==> src/rtl/seq_1x01_tx_if.sv <==
// Handshake and serial-line bundle for seq_1x01_tx.
// The master side loads words; the slave side is the transmitter.
interface seq_1x01_tx_if #(
  parameter int WIDTH = 4
);
  logic [WIDTH-1:0] data_in;
  logic             load;
  logic             ready;
  logic             dout;
  logic             dout_valid;
  logic             last_bit;
  logic             tag_1101;
  logic             tag_1001;
  logic             busy;

  modport master (
    output data_in, load,
    input  ready, dout, dout_valid, last_bit, tag_1101, tag_1001, busy
  );

  modport slave (
    input  data_in, load,
    output ready, dout, dout_valid, last_bit, tag_1101, tag_1001, busy
  );
endinterface

==> src/rtl/seq_1x01_tx.sv <==
// Serial pattern transmitter: parallel words in over load/ready, MSB-first bits out on dout.
// Optional even-parity bit after each word when SEQ_TX_PARITY_EN is defined.
module seq_1x01_tx #(
  parameter int   WIDTH    = 4,
  parameter int   GAP      = 0,
  parameter logic IDLE_BIT = 1'b0
) (
  input logic           clk,
  input logic           reset,
  seq_1x01_tx_if.slave  bus
);

`ifdef SEQ_TX_PARITY_EN
  localparam int LEN = WIDTH + 1;
`else
  localparam int LEN = WIDTH;
`endif
  localparam int CW = $clog2(LEN);
  localparam int GW = (GAP > 1) ? $clog2(GAP) : 1;
  localparam logic [CW-1:0] CNT_LAST = CW'(LEN - 1);
  localparam logic [CW-1:0] CNT_PRE  = CW'(LEN - 2);
  localparam logic [GW-1:0] GAP_LAST = GW'((GAP > 0) ? GAP - 1 : 0);

  typedef enum logic [1:0] {S_IDLE, S_SHIFT, S_GAP} state_t;

  state_t           state_q;
  logic [WIDTH-1:0] sr_q;
  logic [CW-1:0]    cnt_q;
  logic [GW-1:0]    gcnt_q;
  logic             dout_q, valid_q, last_q, t1101_q, t1001_q, ready_q, busy_q;
  logic             p1101_q, p1001_q;
  logic             next_bit_d;
  logic             accept;

`ifdef SEQ_TX_PARITY_EN
  localparam logic [CW-1:0] CNT_PAR = CW'(WIDTH - 1);
  logic par_q;

  always_comb begin
    next_bit_d = sr_q[WIDTH-1];
    if (cnt_q == CNT_PAR) next_bit_d = par_q;
  end
`else
  always_comb begin
    next_bit_d = sr_q[WIDTH-1];
  end
`endif

  assign accept = bus.load & ready_q;

  // sr_q holds the bits not yet on the line; dout_q is the bit currently driven.
  always_ff @(posedge clk or posedge reset) begin
    if (reset) begin
      state_q <= S_IDLE;
      sr_q    <= '0;
      cnt_q   <= '0;
      gcnt_q  <= '0;
      dout_q  <= IDLE_BIT;
      valid_q <= 1'b0;
      last_q  <= 1'b0;
      t1101_q <= 1'b0;
      t1001_q <= 1'b0;
      ready_q <= 1'b1;
      busy_q  <= 1'b0;
      p1101_q <= 1'b0;
      p1001_q <= 1'b0;
`ifdef SEQ_TX_PARITY_EN
      par_q   <= 1'b0;
`endif
    end else if (accept) begin
      state_q <= S_SHIFT;
      sr_q    <= bus.data_in << 1;
      cnt_q   <= '0;
      dout_q  <= bus.data_in[WIDTH-1];
      valid_q <= 1'b1;
      last_q  <= 1'b0;
      t1101_q <= 1'b0;
      t1001_q <= 1'b0;
      ready_q <= 1'b0;
      busy_q  <= 1'b1;
      p1101_q <= (bus.data_in[3:0] == 4'b1101);
      p1001_q <= (bus.data_in[3:0] == 4'b1001);
`ifdef SEQ_TX_PARITY_EN
      par_q   <= ^bus.data_in;
`endif
    end else begin
      case (state_q)
        S_IDLE: begin
          ready_q <= 1'b1;
          busy_q  <= 1'b0;
        end
        S_SHIFT: begin
          if (cnt_q != CNT_LAST) begin
            cnt_q  <= cnt_q + CW'(1);
            sr_q   <= sr_q << 1;
            dout_q <= next_bit_d;
            if (cnt_q == CNT_PRE) begin
              last_q  <= 1'b1;
              t1101_q <= p1101_q;
              t1001_q <= p1001_q;
              ready_q <= (GAP == 0);
            end
          end else begin
            last_q  <= 1'b0;
            t1101_q <= 1'b0;
            t1001_q <= 1'b0;
            dout_q  <= IDLE_BIT;
            valid_q <= 1'b0;
            if (GAP == 0) begin
              state_q <= S_IDLE;
              busy_q  <= 1'b0;
              ready_q <= 1'b1;
            end else begin
              state_q <= S_GAP;
              gcnt_q  <= '0;
              ready_q <= (GAP == 1);
            end
          end
        end
        S_GAP: begin
          if (gcnt_q == GAP_LAST) begin
            state_q <= S_IDLE;
            busy_q  <= 1'b0;
            ready_q <= 1'b1;
          end else begin
            gcnt_q  <= gcnt_q + GW'(1);
            ready_q <= ((gcnt_q + GW'(1)) == GAP_LAST);
          end
        end
        default: begin
          state_q <= S_IDLE;
          dout_q  <= IDLE_BIT;
          valid_q <= 1'b0;
          ready_q <= 1'b1;
          busy_q  <= 1'b0;
        end
      endcase
    end
  end

  assign bus.dout       = dout_q;
  assign bus.dout_valid = valid_q;
  assign bus.last_bit   = last_q;
  assign bus.tag_1101   = t1101_q;
  assign bus.tag_1001   = t1001_q;
  assign bus.ready      = ready_q;
  assign bus.busy       = busy_q;

endmodule

==> src/flat_wrapper.sv <==
// flat-port wrapper written by rule: the top's interface ports become plain ports
module seq_1x01_tx_flat 
#(
  parameter int   WIDTH    = 4,
  parameter int   GAP      = 0,
  parameter logic IDLE_BIT = 1'b0
)
  (clk, reset, bus_data_in, bus_load, bus_ready, bus_dout, bus_dout_valid, bus_last_bit, bus_tag_1101, bus_tag_1001, bus_busy);
  seq_1x01_tx_if #(.WIDTH(WIDTH)) bus_i ();
  input logic clk;
  input logic reset;
  input wire logic [$bits(bus_i.data_in)-1:0] bus_data_in;
  input wire logic [$bits(bus_i.load)-1:0] bus_load;
  output wire logic [$bits(bus_i.ready)-1:0] bus_ready;
  output wire logic [$bits(bus_i.dout)-1:0] bus_dout;
  output wire logic [$bits(bus_i.dout_valid)-1:0] bus_dout_valid;
  output wire logic [$bits(bus_i.last_bit)-1:0] bus_last_bit;
  output wire logic [$bits(bus_i.tag_1101)-1:0] bus_tag_1101;
  output wire logic [$bits(bus_i.tag_1001)-1:0] bus_tag_1001;
  output wire logic [$bits(bus_i.busy)-1:0] bus_busy;
  assign bus_i.data_in = bus_data_in;
  assign bus_i.load = bus_load;
  assign bus_ready = bus_i.ready;
  assign bus_dout = bus_i.dout;
  assign bus_dout_valid = bus_i.dout_valid;
  assign bus_last_bit = bus_i.last_bit;
  assign bus_tag_1101 = bus_i.tag_1101;
  assign bus_tag_1001 = bus_i.tag_1001;
  assign bus_busy = bus_i.busy;
  seq_1x01_tx #(.WIDTH(WIDTH), .GAP(GAP), .IDLE_BIT(IDLE_BIT)) u_core (.clk(clk), .reset(reset), .bus(bus_i));
endmodule
==> config.mk <==
export PLATFORM = sky130hd
export DESIGN_NAME = seq_1x01_tx_flat
export DESIGN_NICKNAME = d
export VERILOG_FILES = /design/src/rtl/seq_1x01_tx_if.sv /design/src/rtl/seq_1x01_tx.sv /design/src/flat_wrapper.sv
export SDC_FILE = /design/constraint.sdc
export NUM_CORES = 1
export LEC_CHECK = 0
export BUFFER_PORTS_ARGS = -buffer_cell sky130_fd_sc_hd__buf_2
export CORE_MARGIN = 5
export CORE_UTILIZATION = 25
export CTS_CLUSTER_SIZE = 12
export DETAILED_ROUTE_END_ITERATION = 10
export MAX_ROUTING_LAYER = met4
export PLACE_DENSITY = 0.46
export SKIP_LAST_GASP = 1
export SYNTH_ARGS = -nofsm -noshare
export SYNTH_HDL_FRONTEND = slang
export SYNTH_SLANG_ARGS = --single-unit
==> constraint.sdc <==
create_clock -name clk -period 3.7 [get_ports clk]
set_clock_uncertainty 0.05 [all_clocks]
set_input_delay 0.74 -clock clk [delete_from_list [all_inputs] [get_ports clk]]
set_output_delay 0.74 -clock clk [all_outputs]
set_load 0.005 [all_outputs]
==> impl_metrics.yaml, run 1 <==
status:
  outcome: "finished, final reports clean"
layout:
  drive_above_1_share: 0.274
  utilization: 0.305
  nNetsFinal: 83
  stdcell_area_um2: 742
  diodes: 0
  instances_no_fill: 103
  area_growth_pct: 19.8
timing:
  fin_crit_sh: 0.468
  timing.fmax_ghz: 0.577
  setup-violations-final: 0
  period_needed_ps: 1730
  finalHoldViolations: 0
  rsz0062_at_grt: "no"
  setup_tns_ps: 0
  slew_headroom: 0.629
  slew_violations: 0
  tightestPinTransition_ps: 555
clock_tree:
  cts_sinks: 14
  cts_buffer_depth: 2
  cts_buffers: 3
  cts_tree: "done"
  htree_levels: 1
  cts_resized: 0
  clk_pin_slew_worst_paths_ps: 90
  cts_hold_buf: 0
  cts_setup_buffers: 0
  cts_root_buffer: "clkbuf_4"
  worstSkewPairLatency_ps: 290
worst_setup_path:
  crit_arrival_ps: 940
  critPathSlowestCell: "dfstp_2"
  crit-reg2reg-capture: "u_core.sr_q[3]"
  r2r_cells: 4
  crit_chain: "buf_2"
  regToRegSetupSlack_ps: 2260
  cp.depth: 1
  crit-reg2reg-launch: "u_core.cnt_q[0]"
  cp.buffers_inverters: 1
  end_kind: "output pin"
  path_max_fanout: 4
  crit_path_start: "u_core.bus.ready"
  max_stage_delay_ps: 550
  crit_family: "flip-flops"
  critPathLaunchType: "flop"
  crit_type: "flop to output pin"
  crit_required_ps: 2910
logic_synthesis:
  ys_warn_count: 0
  synth.avg_cell_area_um2: 10.7
  syn_area_um2: 619
  synthCells: 58
  ys_ff_latch: 14
  synth_cell_types: 22
  ys_seq_area_frac: 0.568
  synth.net_count: 67
placed_design:
  dp_hpwl_um: 923
  routabilityCongestion: 0.751
  io_buffers: 13
  placed_area_um2: 706
  place_inst: 99
pwr:
  irDropWorstVdd_uv: 207
  power_frac_seq: 0.433
  p_leak_nw: 0.366
  power_switching_mw: 0.209
  powerDensity_nw_per_um2: 779
  combPwrFrac: 0.370
  clkPwrFrac: 0.197
  p_int_mw: 0.369
  power_switching_share: 0.361
route:
  ant_nets: 0
  vias: 467
  drt-total-wl_um: 1250
  firstDrtPassIters: 2
  drt-wirelength-per-cell_um: 12.2
  drtIter0Drc: 3
  drc: 0
  viasPerCell: 4.53
global_route:
  grt_use_total: 0.0814
  grt_max_degree: 15
  antenna_found_initial: 0
  grt_pass1_vias: 477
  grt_pass1_wl_um: 2060
  grt_overflow: 0
floorplan:
  ios: 14
  die_area_um2: 3570
  core_um2: 2430
  initial_core_util: 0.255
  die_h_um: 59.8
  chipWidth_um: 59.8
  fp-row-count: 18
worst_hold_path:
  hp-class: "input port to async pin"
run:
  cap_violations: 0
[cells by family (layout without fill, tap and decap cells)]
group / after synthesis / after routing / synth area share
fa+ha+maj: 2 / 2 / 0.0404
compound gates: 14 / 14 / 0.145
simple gates: 19 / 19 / 0.149
mux: 2 / 2 / 0.0323
buf+inv: 6 / 21 / 0.0505
flops: 14 / 14 / 0.568
xor+xnor: 1 / 1 / 0.0141
[layout make-up]
type / instances / area (um^2)
fillers: 260 / 1690
flip-flops and latches: 14 / 352
multi-input cells: 38 / 236
repair buffers: 13 / 65.1
well taps: 30 / 37.5
clock buffers: 4 / 36.3
inverters: 4 / 15.0
[synthesized netlist by cell type]
library cell / n / area (um^2)
nor2_1: 6 / 22.5
dfrtp_1: 13 / 325
inv_1: 4 / 15.0
nand2_1: 9 / 33.8
a21oi_1: 3 / 15.0
buf_6: 1 / 11.3
ha_1: 2 / 25.0
nand4b_1: 1 / 8.76
a211oi_2: 1 / 12.5
mux2i_1: 2 / 20.0
buf_2: 1 / 5.00
a211oi_1: 1 / 7.51
dfstp_2: 1 / 26.3
a221oi_1: 1 / 8.76
o21ai_0: 4 / 20.0
a32oi_1: 1 / 8.76
o31ai_1: 1 / 7.51
nand3b_1: 1 / 7.51
xnor2_1: 1 / 8.76
nor2b_4: 1 / 13.8
o21ai_1: 2 / 10.0
and2_1: 1 / 6.26
[metrics by stage]
| step | setup WS (ps) | hold slack, ps | power (mW) |
|---|---|---|---|
| after floorplan | 2310 | 399 | 0.420 |
| after global placement | 2080 | 413 | 0.471 |
| after detailed placement | 2030 | 430 | 0.472 |
| after CTS | 1960 | 452 | 0.586 |
| after global routing | 1940 | 462 | 0.622 |
| final | 1970 | 430 | 0.578 |
[metal layers]
layer	share of wire	up-vias	track usage
met5	0	-	-
met3	0.050	5	0.0259
met2	0.49	8	0.131
li1	-	229	-
met1	0.43	225	0.0867
met4	0.030	0	0.0475
[cells in the final DEF, fill, tap and decap left out, drive strengths merged]
master,n
buf,13
dfrtp,13
nand2,9
nor2,6
o21ai,6
inv,4
clkbuf,4
a21oi,3
mux2i,2
ha,2
a211oi,2
and2,1
nor2b,1
a32oi,1
a221oi,1
nand3b,1
o31ai,1
nand4b,1
xnor2,1
dfstp,1
[power by group through the flow]
stage               Sequential (mW)  Combinational (mW)  Clock, mW
finish                        0.250               0.214      0.114
global route                  0.258               0.244      0.120
CTS                           0.250               0.219      0.117
detailed placement            0.254               0.218          0
global placement              0.251               0.220          0
floorplan                     0.250               0.170          0
[worst max path at each step]
stage / endpoint / slack (ps)
after floorplan: u_core.bus.last_bit / 2310
after global placement: u_core.bus.dout / 2080
after detailed placement: u_core.bus.dout / 2030
after CTS: bus_ready / 1960
after global routing: bus_ready / 1940
final: bus_ready / 1970
[flip-flops by register name, indices dropped and copies added, names as in the netlist]
name and cells:
u_core.cnt_q 2, u_core.p1001_q 1, u_core.bus.dout 1, u_core.bus.last_bit 1, u_core.sr_q 3, u_core.bus.ready 1
u_core.bus.busy 1, u_core.bus.dout_valid 1, u_core.bus.tag_1001 1, u_core.p1101_q 1, u_core.bus.tag_1101 1
Power figures use the tool's default switching activity.
==> inputs of run 2 (changes only) <==
Settings changed: PLACE_DENSITY 0.46 to 0.48.
Clock period 3.7 ns to 1.4 ns, I/O delays scaled along.
==> impl_metrics.yaml, run 2 (synthesis results as in run 1) <==
timing:
  timing.fmax_ghz: 0.765
  setup_tns_ps: 0
  setup-violations-final: 0
  rsz0062_at_grt: "yes"
  slew_headroom: 0.639
  fin_crit_sh: 0.934
  tightestPinTransition_ps: 541
  slew_violations: 0
  period_needed_ps: 1310
  fin_ws_ps: 92.0
  finalHoldViolations: 0
layout:
  top_register: "u_core.sr_q"
  largest_register_ff_count: 3
  stdcell_area_um2: 785
  area_growth_pct: 26.7
  nNetsFinal: 88
  layout_common_cells: "13 x buf_2, 13 x dfrtp_1, 9 x nand2_1"
  fillers: 259
  instances_no_fill: 108
  diodes: 0
  drive_above_1_share: 0.321
  largestRegisters: "u_core.sr_q (3), u_core.cnt_q (2)"
worst_setup_path:
  critPathLaunchType: "flop"
  crit-reg2reg-launch: "u_core.cnt_q[1]"
  crit_path_start: "u_core.cnt_q[1]"
  path_max_fanout: 8
  crit_required_ps: 1520
  crit_arrival_ps: 1420
  crit_type: "flop to flop"
  end_kind: "flop"
route:
  wl_met2_um: 623
  wl_met1_um: 560
  vias: 472
  drt-total-wl_um: 1270
  topRoutingLayerUsed: "met4"
  viasPerCell: 4.37
  drc: 0
  ant_nets: 0
  drtIter0Drc: 3
  wl_met3_um: 62
  firstDrtPassIters: 2
  drt-wirelength-per-cell_um: 11.7
global_route:
  grt_pass1_wl_um: 2140
  grt_overflow: 0
  antenna_found_initial: 0
  grt_pass1_vias: 487
  grt_use_total: 0.0852
  grt_max_degree: 15
clock_tree:
  cts_tree: "done"
  cts_buffer_depth: 2
  worstSkewPairLatency_ps: 280
  cts_buffers: 3
  cts_sinks: 14
  cts_root_buffer: "clkbuf_4"
  clk_pin_slew_worst_paths_ps: 90
  htree_levels: 1
run:
  cap_violations: 0
floorplan:
  chipWidth_um: 59.8
  die_h_um: 59.8
  fp-row-count: 18
  die_area_um2: 3570
  initial_core_util: 0.255
  core_um2: 2430
  ios: 14
placed_design:
  routabilityCongestion: 0.705
  place_inst: 102
  dp_hpwl_um: 979
  io_buffers: 13
  placed_area_um2: 728
  place_ws_ps: 22.3
pwr:
  p_leak_nw: 0.388
  irDropWorstVdd_uv: 576
  powerDensity_nw_per_um2: 2060
worst_hold_path:
  hold_start: "bus_data_in[2]"
  hp-class: "input port to flop"
status:
  outcome: "finished, final reports clean"
-- run 2: cell count changes in the layout (fill, tap and decap cells not counted), sizes merged --
cell         previous run  this run
buf                    13        17
dlygate4sd3             0         1
-- run 2: what timing repair did --
item | 4_1_cts | 5_1_grt
resized for setup | 0 | 2
endpoints found under the setup margin | 0 | 7
buffers inserted | 0 | 1
hold buffers | 1 | 0
hold endpoints to repair | 5 | 0
-- run 2: path summary, 6_finish.rpt --
check	endpoint	slack, ps	cells past startpoint
hold / removal	u_core.p1001_q	140	2
setup / recovery	u_core.sr_q[2]	90	4
hold reg to reg	u_core.bus.busy	430	2
max in group asynchronous	u_core.bus.ready	410	3
setup reg to reg	u_core.sr_q[2]	90	4
min in group asynchronous	u_core.bus.tag_1001	520	3
-- run 2: stage by stage --
| step | hold WS, ps | util | power, mW |
|---|---|---|---|
| detailed placement | 307 | 0.299 | 1.31 |
| floorplan | 119 | - | 1.11 |
| global placement | 303 | 0.299 | 1.30 |
| global route | 138 | 0.323 | 1.77 |
| CTS | 139 | 0.318 | 1.61 |
| finish | 143 | 0.323 | 1.61 |
-- run 2: worst max-delay path: stages (launching register included) --
cell and delay, ps:
dfrtp_1 410, ha_2 220, nor2b_4 230, mux2i_1 210
o21ai_1 70
-- run 2: area by class of cell --
| class | instances | area, um^2 | share of cell area |
|---|---|---|---|
| Timing Repair Buffer | 18 | 105 | 0.134 |
| Multi-Input combinational cell | 38 | 239 | 0.305 |
| Sequential cell | 14 | 352 | 0.448 |
| Tap cell | 30 | 37.5 | 0.0478 |
| Inverter | 4 | 15.0 | 0.0191 |
| Clock buffer | 4 | 36.3 | 0.0463 |
-- run 2: routing by layer --
metal	global-route usage	up-vias
met2	0.136	9
met1	0.0939	224
met5	-	-
met3	0.0324	2
li1	-	237
met4	0.0380	0
-- run 2: report_power, final --
part	internal (mW)	switching, mW
logic	0.329	0.331
registers	0.561	0.0969
clock network	0.158	0.137
